<file path="config.mk">
export PLATFORM = sky130hd
export DESIGN_NAME = bit_deserializer
export DESIGN_NICKNAME = d
export VERILOG_FILES = /design/src/rtl/bit_deserializer_pkg.sv /design/src/rtl/deser_out_buf.sv /design/src/rtl/bit_deserializer.sv
export SDC_FILE = /design/constraint.sdc
export NUM_CORES = 1
export LEC_CHECK = 0
export BUFFER_PORTS_ARGS = -buffer_cell sky130_fd_sc_hd__buf_2
export CAP_MARGIN = 20
export CORE_UTILIZATION = 54
export DETAILED_ROUTE_END_ITERATION = 10
export PLACE_DENSITY = 0.75
export SKIP_CTS_REPAIR_TIMING = 1
export SLEW_MARGIN = 20
export SYNTH_ARGS = -nofsm -noshare
export SYNTH_HDL_FRONTEND = slang
export SYNTH_SLANG_ARGS = --single-unit
</file>
<file path="constraint.sdc">
create_clock -name clk -period 3.9 [get_ports clk]
set_input_delay 0.78 -clock clk [delete_from_list [all_inputs] [get_ports clk]]
set_output_delay 0.78 -clock clk [all_outputs]
set_load 0.03 [all_outputs]
</file>
<file path="src/rtl/bit_deserializer_pkg.sv">
// rtl/bit_deserializer_pkg.sv - shared types and sizing helpers for bit_deserializer (BIT_DESERIALIZER_PARITY_EN adds a parity bit per frame)
package bit_deserializer_pkg;

    typedef enum logic [1:0] {
        EMPTY = 2'd0,
        ONE   = 2'd1,
        FULL  = 2'd2
    } buf_state_e;

    function automatic int FRAME_BITS(input int w);
`ifdef BIT_DESERIALIZER_PARITY_EN
        return w + 1;
`else
        return w;
`endif
    endfunction

    function automatic int CNT_W(input int w);
        return $clog2(FRAME_BITS(w));
    endfunction

endpackage

</file>
<file path="src/rtl/deser_out_buf.sv">
// rtl/deser_out_buf.sv - 2-entry output FIFO with head/tail registers and same-cycle push+pop
module deser_out_buf
    import bit_deserializer_pkg::*;
#(
    parameter int W = 8
) (
    input  logic         clk,
    input  logic         rst,
    input  logic         push,
    input  logic [W-1:0] push_data,
    input  logic         pop,
    output logic [W-1:0] head,
    output logic         valid,
    output logic         full
);

    buf_state_e   state_q, state_d;
    logic [W-1:0] head_q, head_d;
    logic [W-1:0] tail_q, tail_d;
    logic         pop_ok;

    assign pop_ok = pop & (state_q != EMPTY);

    always_comb begin
        state_d = state_q;
        head_d  = head_q;
        tail_d  = tail_q;
        case (state_q)
            EMPTY: begin
                if (push) begin
                    head_d  = push_data;
                    state_d = ONE;
                end
            end
            ONE: begin
                case ({push, pop_ok})
                    2'b10: begin
                        tail_d  = push_data;
                        state_d = FULL;
                    end
                    2'b01: state_d = EMPTY;
                    2'b11: head_d = push_data;
                    default: ;
                endcase
            end
            FULL: begin
                // A push without a pop is discarded here; the top counts it.
                case ({push, pop_ok})
                    2'b01: begin
                        head_d  = tail_q;
                        state_d = ONE;
                    end
                    2'b11: begin
                        head_d = tail_q;
                        tail_d = push_data;
                    end
                    default: ;
                endcase
            end
            default: state_d = EMPTY;
        endcase
    end

    always_ff @(posedge clk or posedge rst) begin
        if (rst) begin
            state_q <= EMPTY;
            head_q  <= '0;
            tail_q  <= '0;
        end else begin
            state_q <= state_d;
            head_q  <= head_d;
            tail_q  <= tail_d;
        end
    end

    assign head  = head_q;
    assign valid = (state_q != EMPTY);
    assign full  = (state_q == FULL);

endmodule

</file>
<file path="src/rtl/bit_deserializer.sv">
// rtl/bit_deserializer.sv - LSB-first serial-to-parallel stage with 2-entry output buffer and drop counter
// BIT_DESERIALIZER_PARITY_EN: frames carry a trailing even-parity bit that is checked before push.
module bit_deserializer
    import bit_deserializer_pkg::*;
#(
    parameter int W       = 8,
    parameter int DROP_CW = 8
) (
    input  logic               clk,
    input  logic               reset,
    input  logic               bit_in,
    input  logic               bit_valid,
    output logic [W-1:0]       out_data,
    output logic               out_valid,
    input  logic               out_ready,
    output logic               overrun,
    output logic               parity_err,
    output logic [DROP_CW-1:0] drop_count
);

    localparam int            FB   = FRAME_BITS(W);
    localparam int            CW   = CNT_W(W);
    localparam logic [CW-1:0] LAST = CW'(FB - 1);

    logic [W-1:0]       shift_q, shift_d;
    logic [CW-1:0]      cnt_q, cnt_d;
    logic               overrun_q, overrun_d;
    logic               parity_err_q, parity_err_d;
    logic [DROP_CW-1:0] drop_q, drop_d;

    logic frame_done;
    logic par_fail;
    logic push;
    logic pop;
    logic buf_full;
    logic drop_ev;

    always_comb begin
        shift_d    = shift_q;
        cnt_d      = cnt_q;
        frame_done = 1'b0;
        if (bit_valid) begin
            // Every data position is rewritten each frame, so no clear is needed between words.
            for (int i = 0; i < W; i++) begin
                if (cnt_q == CW'(i)) shift_d[i] = bit_in;
            end
            if (cnt_q == LAST) begin
                cnt_d      = '0;
                frame_done = 1'b1;
            end else begin
                cnt_d = cnt_q + CW'(1);
            end
        end
    end

`ifdef BIT_DESERIALIZER_PARITY_EN
    logic par_q, par_d;

    always_comb begin
        par_d = par_q;
        if (bit_valid) par_d = frame_done ? 1'b0 : (par_q ^ bit_in);
    end

    always_ff @(posedge clk or posedge reset) begin
        if (reset) par_q <= 1'b0;
        else       par_q <= par_d;
    end

    assign par_fail = frame_done & (par_q ^ bit_in);
`else
    assign par_fail = 1'b0;
`endif

    assign push    = frame_done & ~par_fail;
    assign pop     = out_valid & out_ready;
    assign drop_ev = push & buf_full & ~pop;

    always_comb begin
        overrun_d    = drop_ev;
        parity_err_d = par_fail;
        drop_d       = drop_q;
        if ((drop_ev | par_fail) && (drop_q != {DROP_CW{1'b1}})) drop_d = drop_q + DROP_CW'(1);
    end

    always_ff @(posedge clk or posedge reset) begin
        if (reset) begin
            shift_q      <= '0;
            cnt_q        <= '0;
            overrun_q    <= 1'b0;
            parity_err_q <= 1'b0;
            drop_q       <= '0;
        end else begin
            shift_q      <= shift_d;
            cnt_q        <= cnt_d;
            overrun_q    <= overrun_d;
            parity_err_q <= parity_err_d;
            drop_q       <= drop_d;
        end
    end

    deser_out_buf #(.W(W)) u_out_buf (
        .clk       (clk),
        .rst       (reset),
        .push      (push),
        .push_data (shift_d),
        .pop       (pop),
        .head      (out_data),
        .valid     (out_valid),
        .full      (buf_full)
    );

    assign overrun    = overrun_q;
    assign parity_err = parity_err_q;
    assign drop_count = drop_q;

endmodule

</file>
==> results.md, run 1 <==
| Item | This run | Unit |
|:---|:---|:---|
| Starting density of the core | 58.0 | % |
| Largest net degree at the start of global routing | 27 | - |
| Total chip power | 1.76 | mW |
| H-Tree Level Count | 2 | - |
| Final estimated routing congestion in global placement | 0.827 | - |
| Sink Count | 38 | - |
| Total of endpoints with negative setup slack in the final report | 0 | - |
| Total number of placement rows | 21 | - |
| Cell Chain, Critical Path | inv_1, ha_1, inv_1, o21ai_0, a21oi_4, mux2_2 | - |
| Longest Clk Path Bufs | 2 | - |
| Final non-filler cell area | 2240 | µm² |
| Final hold viol count | 0 | - |
| Unrepaired setup endpoints after global routing | false | - |
| Cell occurring most often along the worst timing path | inv_1 | - |
| Skew-Pair Late Insertion Delay | 290 | ps |
| Peak supply drop | 0.000463 | V |
| Drt via density | 5.38 | - |
| Yosys synthesis warning count | 0 | - |
| Number of flip-flops and latches in the synthesized netlist | 38 | - |
| Gate Count Post-Synth | 166 | - |
| Leading cell type in the layout, fill and taps excluded | dfrtp_1 | - |
| Max-cap violations | 0 | - |
| Final max-slew violation count | 0 | - |
| Standard cell area after detailed placement | 2130 | µm² |
| Portion of the clock cycle consumed by the worst path in the final layout | 59.2 | % |
| Min-Delay Path Class | register to register | - |
| Vertical extent of the die | 62.8 | µm |
| Min Clock Period, post-route | 2310 | ps |
| Synth-to-layout area growth | 12.4 | % |
| Critical path data required time | 4070 | ps |
| Total Wirelength | 3480 | µm |
| Most used cells in the layout excluding fill and tap cells | dfrtp_1 (38), mux2_2 (22), buf_2 (22) | - |
| Path type of the worst setup path | register to register | - |
| F_max | 0.433 | GHz |
| Routed via count | 1285 | - |
| Type of destination of the critical path | register | - |
| Die ar. | 3940 | µm² |
| Headroom to the max-slew limit | 36.4 | % |
| Total core area | 3440 | µm² |
| Root Driver | clkbuf_8 | - |
| TritonCTS clock tree | done | - |
| Leak | 1.17 | nW |
| Number of remaining DRC errors | 0 | - |
| Largest fanout of any net on the critical path | 11 | - |
| Family with the most delay on the worst path | compound AO/OA/AOI/OAI gates | - |
| Worst EP arrival | 2480 | ps |
| Critical Path Max Stage Delay | 410 | ps |
| Width of the chip | 62.8 | µm |
| Sequential cell area | 951 | µm² |
| Netlist area before placement | 2000 | µm² |
| Avg Cell Area, Syn | 12.0 | µm² |
| Post-synthesis cell type count | 32 | - |
| Clk pin slew, worst setup/hold paths | 70 | ps |
| Antenna violations before repair | 0 | - |
| Port Buffer Count | 22 | - |
| Launching element type of the critical path | register | - |
| Clock Skews | 6.55 | ps |
| Bufs and invs on worst path | 2 | - |
| Slowest stage cell, crit path | inv_1 | - |
| Final HPWL DP | 2590 | µm |
| Run status | finished clean | - |
| Total power per unit cell area | 786 | nW/µm² |
| Top-level I/O count | 24 | - |
| GRT Util Overall | 20.7 | % |
| Antenna violation net count after detailed routing | 0 | - |
| Total nets after synthesis | 183 | - |
| Antenna Cells | 0 | - |
| Count of fill cells added during filler insertion | 290 | - |
| Post-detailed-route wirelength per cell | 14.5 | µm |
| First-pass GRT wire length | 6320 | µm |
| Global route total overflow | 0 | - |
| Number of detailed-route iterations in the first pass | 4 | - |
| Iter 0 DRT Violations | 97 | - |
| Vias in the first global route | 1375 | - |
| CTS Buf Count | 5 | - |
| Setup TNS | 0 | ps |
| Ratio of cells with drive above 1 in the final layout | 33.2 | % |
| Share of the yosys chip area belonging to registers | 47.6 | % |
| Worst slew pin tran | 953 | ps |
| Post-layout net count | 209 | - |
| Multi-input gate area | 947 | µm² |
-- path summary, 6_finish.rpt --
path	from	endpoint	slack, ps	cells past startpoint
min in group asynchronous	reset	u_out_buf.tail_q[4]	700	2
worst min register to register	drop_count[5]	drop_count[5]	510	1
worst max-delay path	u_out_buf.state_q[0]	u_out_buf.head[4]	1590	6
worst max register to register	u_out_buf.state_q[0]	u_out_buf.head[4]	1590	6
worst min-delay path	drop_count[5]	drop_count[5]	510	1
max in group asynchronous	reset	cnt_q[0]	2470	3
-- power by group --
part           internal, mW  leakage (nW)  switching, mW
Sequential            0.548         0.478         0.0817
Clock                 0.178        0.0575          0.131
Combinational         0.382         0.636          0.443
Total                  1.11          1.17          0.655
-- logic make-up (layout without fill, tap and decap cells) --
group | count (synthesis) | after routing | synth area share, %
buf+inv | 20 | 47 | 4.89
fa+ha+maj | 12 | 12 | 7.52
compound gates | 14 | 14 | 5.71
mux | 36 | 36 | 20.4
flops | 38 | 38 | 47.6
other cells | 1 | 1 | 0.188
simple gates | 40 | 40 | 11.4
xor+xnor | 5 | 5 | 2.19
-- registers in the layout, indices dropped and copies added, names as in the netlist --
register and cells:
drop_count 8, shift_q 8, u_out_buf.head 8, u_out_buf.tail_q 8, cnt_q 3, u_out_buf.state_q 2
overrun 1
-- final cells by class --
cell class,count,area share [%]
sequential,38,42.4
multi-input combinational,108,42.2
timing repair buffer,23,5.24
clock buffer,8,4.91
inverter,16,2.68
tap,46,2.57
-- routing by layer --
layer	share of wire, %	wire length, µm	up-vias	global-route usage, %
met3	4.7	163	7	5.11
li1	-	-	611	-
met4	2.0	70	0	7.85
met5	0	0	-	0
met1	45	1550	638	26.6
met2	49	1690	29	33.8
-- Yosys cell counts, drive strengths merged --
cell type	count	area, µm²
a211oi	1	7.51
a21oi	5	36.3
a32oi	1	27.5
and2	1	7.51
buf	3	30.0
clkbuf	1	7.51
conb	1	3.75
dfrtp	38	951
ha	12	150
inv	16	60.1
mux2	26	308
mux2i	10	100
nand2	7	33.8
nand2b	3	26.3
nand3	9	57.6
nand3b	3	22.5
nand4	2	12.5
nor2	9	33.8
nor2b	2	12.5
nor3	3	15.0
nor4	1	6.26
o21ai	5	28.8
o21bai	1	7.51
o22ai	1	6.26
xor2	5	43.8
-- stage by stage --
step	utilization (%)	setup slack, ps	cells	hold WS (ps)
5_1_grt	65.2	1420	239	528
3_3_place_gp	62.0	1670	231	473
2_1_floorplan	-	2010	166	469
3_5_place_dp	62.0	1580	231	490
6_report	65.2	1590	239	507
4_1_cts	65.2	1570	239	507
Power figures use the tool's default switching activity.
==> inputs of run 2 (changes only) <==
- ABC_AREA: unset -> 1
- CORE_UTILIZATION: 54 -> 52
- clock period: 3.9 -> 2.1 ns (I/O delays scaled with it)
==> run 2 against run 1 <==
Final cell count increased by 46%. Power increased by 100%. Final area increased by 5.0%. Sequential power increased by 95%. Utilization decreased by 2.7 points. Via count increased by 36%. Largest power group unchanged. Highest routed layer unchanged. Wire length increased by 11%. Global-route usage decreased by 0.10 points. Die area increased by 9.2%.
==> results.md, run 2 <==
| Item | This run | Unit | Change |
|:---|:---|:---|:---|
| Run status | finished clean | - |  |
| Share of async-settable or async-resettable flops after synthesis | 100 | % | unchanged |
| Unrepaired setup endpoints after global routing | false | - |  |
| Count of placed standard cells in the final layout, fillers left out | 348 | - | +46% |
| Total power per unit cell area | 1500 | nW/µm² | +91% |
| Final estimated routing congestion in global placement | 0.917 | - | +11% |
| Most utilized layer in the global route result | met2 | - |  |
| Peak supply drop | 0.000649 | V | +40% |
| Worst EP arrival | 1960 | ps | -520 ps |
| Number of detailed-route iterations in the first pass | 4 | - | unchanged |
| TritonCTS clock tree | done | - |  |
| Final max-slew violation count | 0 | - | unchanged |
| Synth-to-layout area growth | 11.9 | % |  |
| Portion of the clock cycle consumed by the worst path in the final layout | 82.9 | % | +24 points |
| Antenna violation net count after detailed routing | 0 | - | unchanged |
| Avg Cell Area, Syn | 7.71 | µm² | -36% |
| Synth cell count leaders | nand2_1 (121), dfrtp_1 (38), inv_1 (31) | - |  |
| CTS Buf Count | 5 | - | unchanged |
| Area share of the largest cell type after synthesis | 45.2 | % | -2.5 points |
| Share of the yosys chip area belonging to registers | 45.2 | % | -2.5 points |
| Root Driver | clkbuf_8 | - |  |
| Total core area | 3770 | µm² | +9.6% |
| Slowest stage cell, crit path | dfrtp_1 | - |  |
| Starting density of the core | 55.8 | % | -2.2 points |
| Launching element type of the critical path | register | - |  |
| Clock Skews | 4.47 | ps | -2.08 ps |
| Cell Chain, Critical Path | inv_1, ha_1, inv_2, nor2_4, nand2_4, inv_2, nand2_1, nand2_1 | - |  |
| Width of the chip | 65.6 | µm | +4.5% |
| Family with the most delay on the worst path | flip-flops | - |  |
| Launching element of the worst setup path | u_out_buf.state_q[0] | - |  |
| Number of remaining DRC errors | 0 | - | unchanged |
| Critical path data required time | 2320 | ps | -1750 ps |
| Drt via density | 5.01 | - | -6.8% |
| Post-layout net count | 316 | - | +51% |
| Port Buffer Count | 22 | - | unchanged |
| Vias in the first global route | 1620 | - | +18% |
| Cell taking the most area after synthesis | dfrtp_1 | - |  |
| Total of endpoints with negative setup slack in the final report | 0 | - | unchanged |
| Gate Count Post-Synth | 273 | - | +64% |
| Antenna violations before repair | 0 | - | unchanged |
| Count of fill cells added during filler insertion | 351 | - | +21% |
| Final HPWL DP | 2830 | µm | +9.2% |
| Clk pin slew, worst setup/hold paths | 70 | ps | about the same |
| Leading cell type in the layout, fill and taps excluded | nand2_1 | - |  |
| Die ar. | 4310 | µm² | +9.2% |
| Netlist area before placement | 2100 | µm² | +5.5% |
| Leak | 1.34 | nW | +14% |
| Final hold viol count | 0 | - | unchanged |
| Yosys synthesis warning count | 0 | - | unchanged |
| Area contributors post-synth | dfrtp_1 (45%), nand2_1 (22%), ha_1 (7.1%) | - |  |
| GR Layer Usage met2 | 31.8 | % | -2.0 points |
| Longest Clk Path Bufs | 2 | - | unchanged |
| Bufs and invs on worst path | 3 | - | +1 |
| Total Wirelength | 3870 | µm | +11% |
| Total nets after synthesis | 290 | - | +58% |
| Routed via count | 1744 | - | +36% |
| Type of destination of the critical path | register | - |  |
| Antenna Cells | 0 | - | unchanged |
| Iter 0 DRT Violations | 76 | - | -22% |
| H-Tree Level Count | 2 | - | unchanged |
| Reg-to-reg critical path startpoint | u_out_buf.state_q[0] | - |  |
| Setup TNS | 0 | ps | unchanged |
| Ratio of cells with drive above 1 in the final layout | 15.7 | % | -17 points |
| Path type of the worst setup path | register to register | - |  |
| Max-cap violations | 0 | - | unchanged |
| Sink Count | 38 | - | unchanged |
| Skew-Pair Late Insertion Delay | 280 | ps | about the same |
| Total number of placement rows | 22 | - | +4.8% |
| Top-level I/O count | 24 | - | unchanged |
| Critical Path Max Stage Delay | 430 | ps | +20 ps |
| Min-Delay Path Class | input pin to async pin | - |  |
| Largest fanout of any net on the critical path | 13 | - | +2 |
| GRT Util Overall | 20.6 | % | -0.10 points |
| Post-detailed-route wirelength per cell | 11.1 | µm | -24% |
| Post-synthesis cell type count | 28 | - | -13% |
| Min Clock Period, post-route | 1740 | ps | -568 ps |
| Most used cells in the layout excluding fill and tap cells | nand2_1 (121), dfrtp_1 (38), inv_1 (31) | - |  |
| Number of flip-flops and latches in the synthesized netlist | 38 | - | unchanged |
| Number of enable flip-flop cells after synthesis | 0 | - | unchanged |
| Global route total overflow | 0 | - | unchanged |
| Instance count after placement with tap cells included | 340 | - | +47% |
| Most repeated cell in the gate-level netlist after synthesis | nand2_1 | - |  |
| Largest net degree at the start of global routing | 39 | - | +44% |
| Routing usage on met1 | 27.5 | % | +0.83 points |
| Worst hold slack after final layout | 237 | ps | -270 ps |
| Vertical extent of the die | 65.6 | µm | +4.5% |
| Routing usage on met3 | 4.51 | % | -0.60 points |
| Ys flop type | dfrtp_1 | - |  |
| F_max | 0.575 | GHz | +33% |
| First-pass GRT wire length | 6730 | µm | +6.4% |
[run 2: changes by cell type after synthesis, sizes merged, moves of 2 or more]
cell / delta
nand2: +120
nor2: -2
nand3: +9
mux2: -26
nor2b: -2
nand4: +6
nand2b: -3
xnor2: +3
nor3: -2
xor2: -4
inv: +20
mux2i: -10
[run 2: cells by family after synthesis]
| group | Yosys count | synth area share, % |
|---|---|---|
| XOR/XNOR | 4 | 1.66 |
| adder cells (fa/ha/maj) | 12 | 7.13 |
| AO/OA/AOI/OAI | 14 | 4.16 |
| other | 1 | 0.178 |
| buffers and inverters | 41 | 7.67 |
| flip-flops | 38 | 45.2 |
| AND/OR/NAND/NOR | 163 | 34.0 |
[run 2: path summary, 6_finish.rpt]
check	to	slack, ps	cells after the start
max	drop_count[5]	360	8
min	drop_count[6]	240	3
max reg2reg	drop_count[5]	360	8
min reg2reg	u_out_buf.head[0]	480	2
max in group asynchronous	cnt_q[1]	1530	3
min in group clk	shift_q[7]	420	2
[run 2: worst min-delay path: cells and delay by family]
kind,cells,cell delay [ps]
buf+inv,3,550
[run 2: metrics by stage]
stage | cell area (µm²) | power [mW] | util, % | setup slack [ps]
CTS | 2350 | 3.56 | 62.4 | 345
global placement | 2260 | 2.98 | 60.0 | 409
global route | 2350 | 3.85 | 62.4 | 200
finish | 2350 | 3.53 | 62.4 | 360
floorplan | 2100 | 2.62 | - | 549
detailed placement | 2260 | 3.03 | 60.0 | 362
[run 2: report_power, final]
group	switching, mW	leakage, nW	internal [mW]
logic	1.21	0.830	0.593
clock network	0.239	0.0482	0.265
registers	0.187	0.457	1.04
total	1.64	1.34	1.90
[run 2: layout make-up]
class | instances | area, µm² | share of cell area, %
clock buffer | 7 | 86.3 | 3.67
clock inverter | 1 | 5.00 | 0.213
inverter | 36 | 135 | 5.74
multi-input combinational | 194 | 992 | 42.1
sequential | 38 | 951 | 40.4
tap | 48 | 60.1 | 2.55
timing repair buffer | 24 | 125 | 5.31
[run 2: per-layer routing]
metal | part of all wire (%) | vias up
li1 | - | 890
met1 | 49 | 791
met2 | 45 | 56
met3 | 5.0 | 7
met4 | 1.0 | 0
met5 | 0 | -
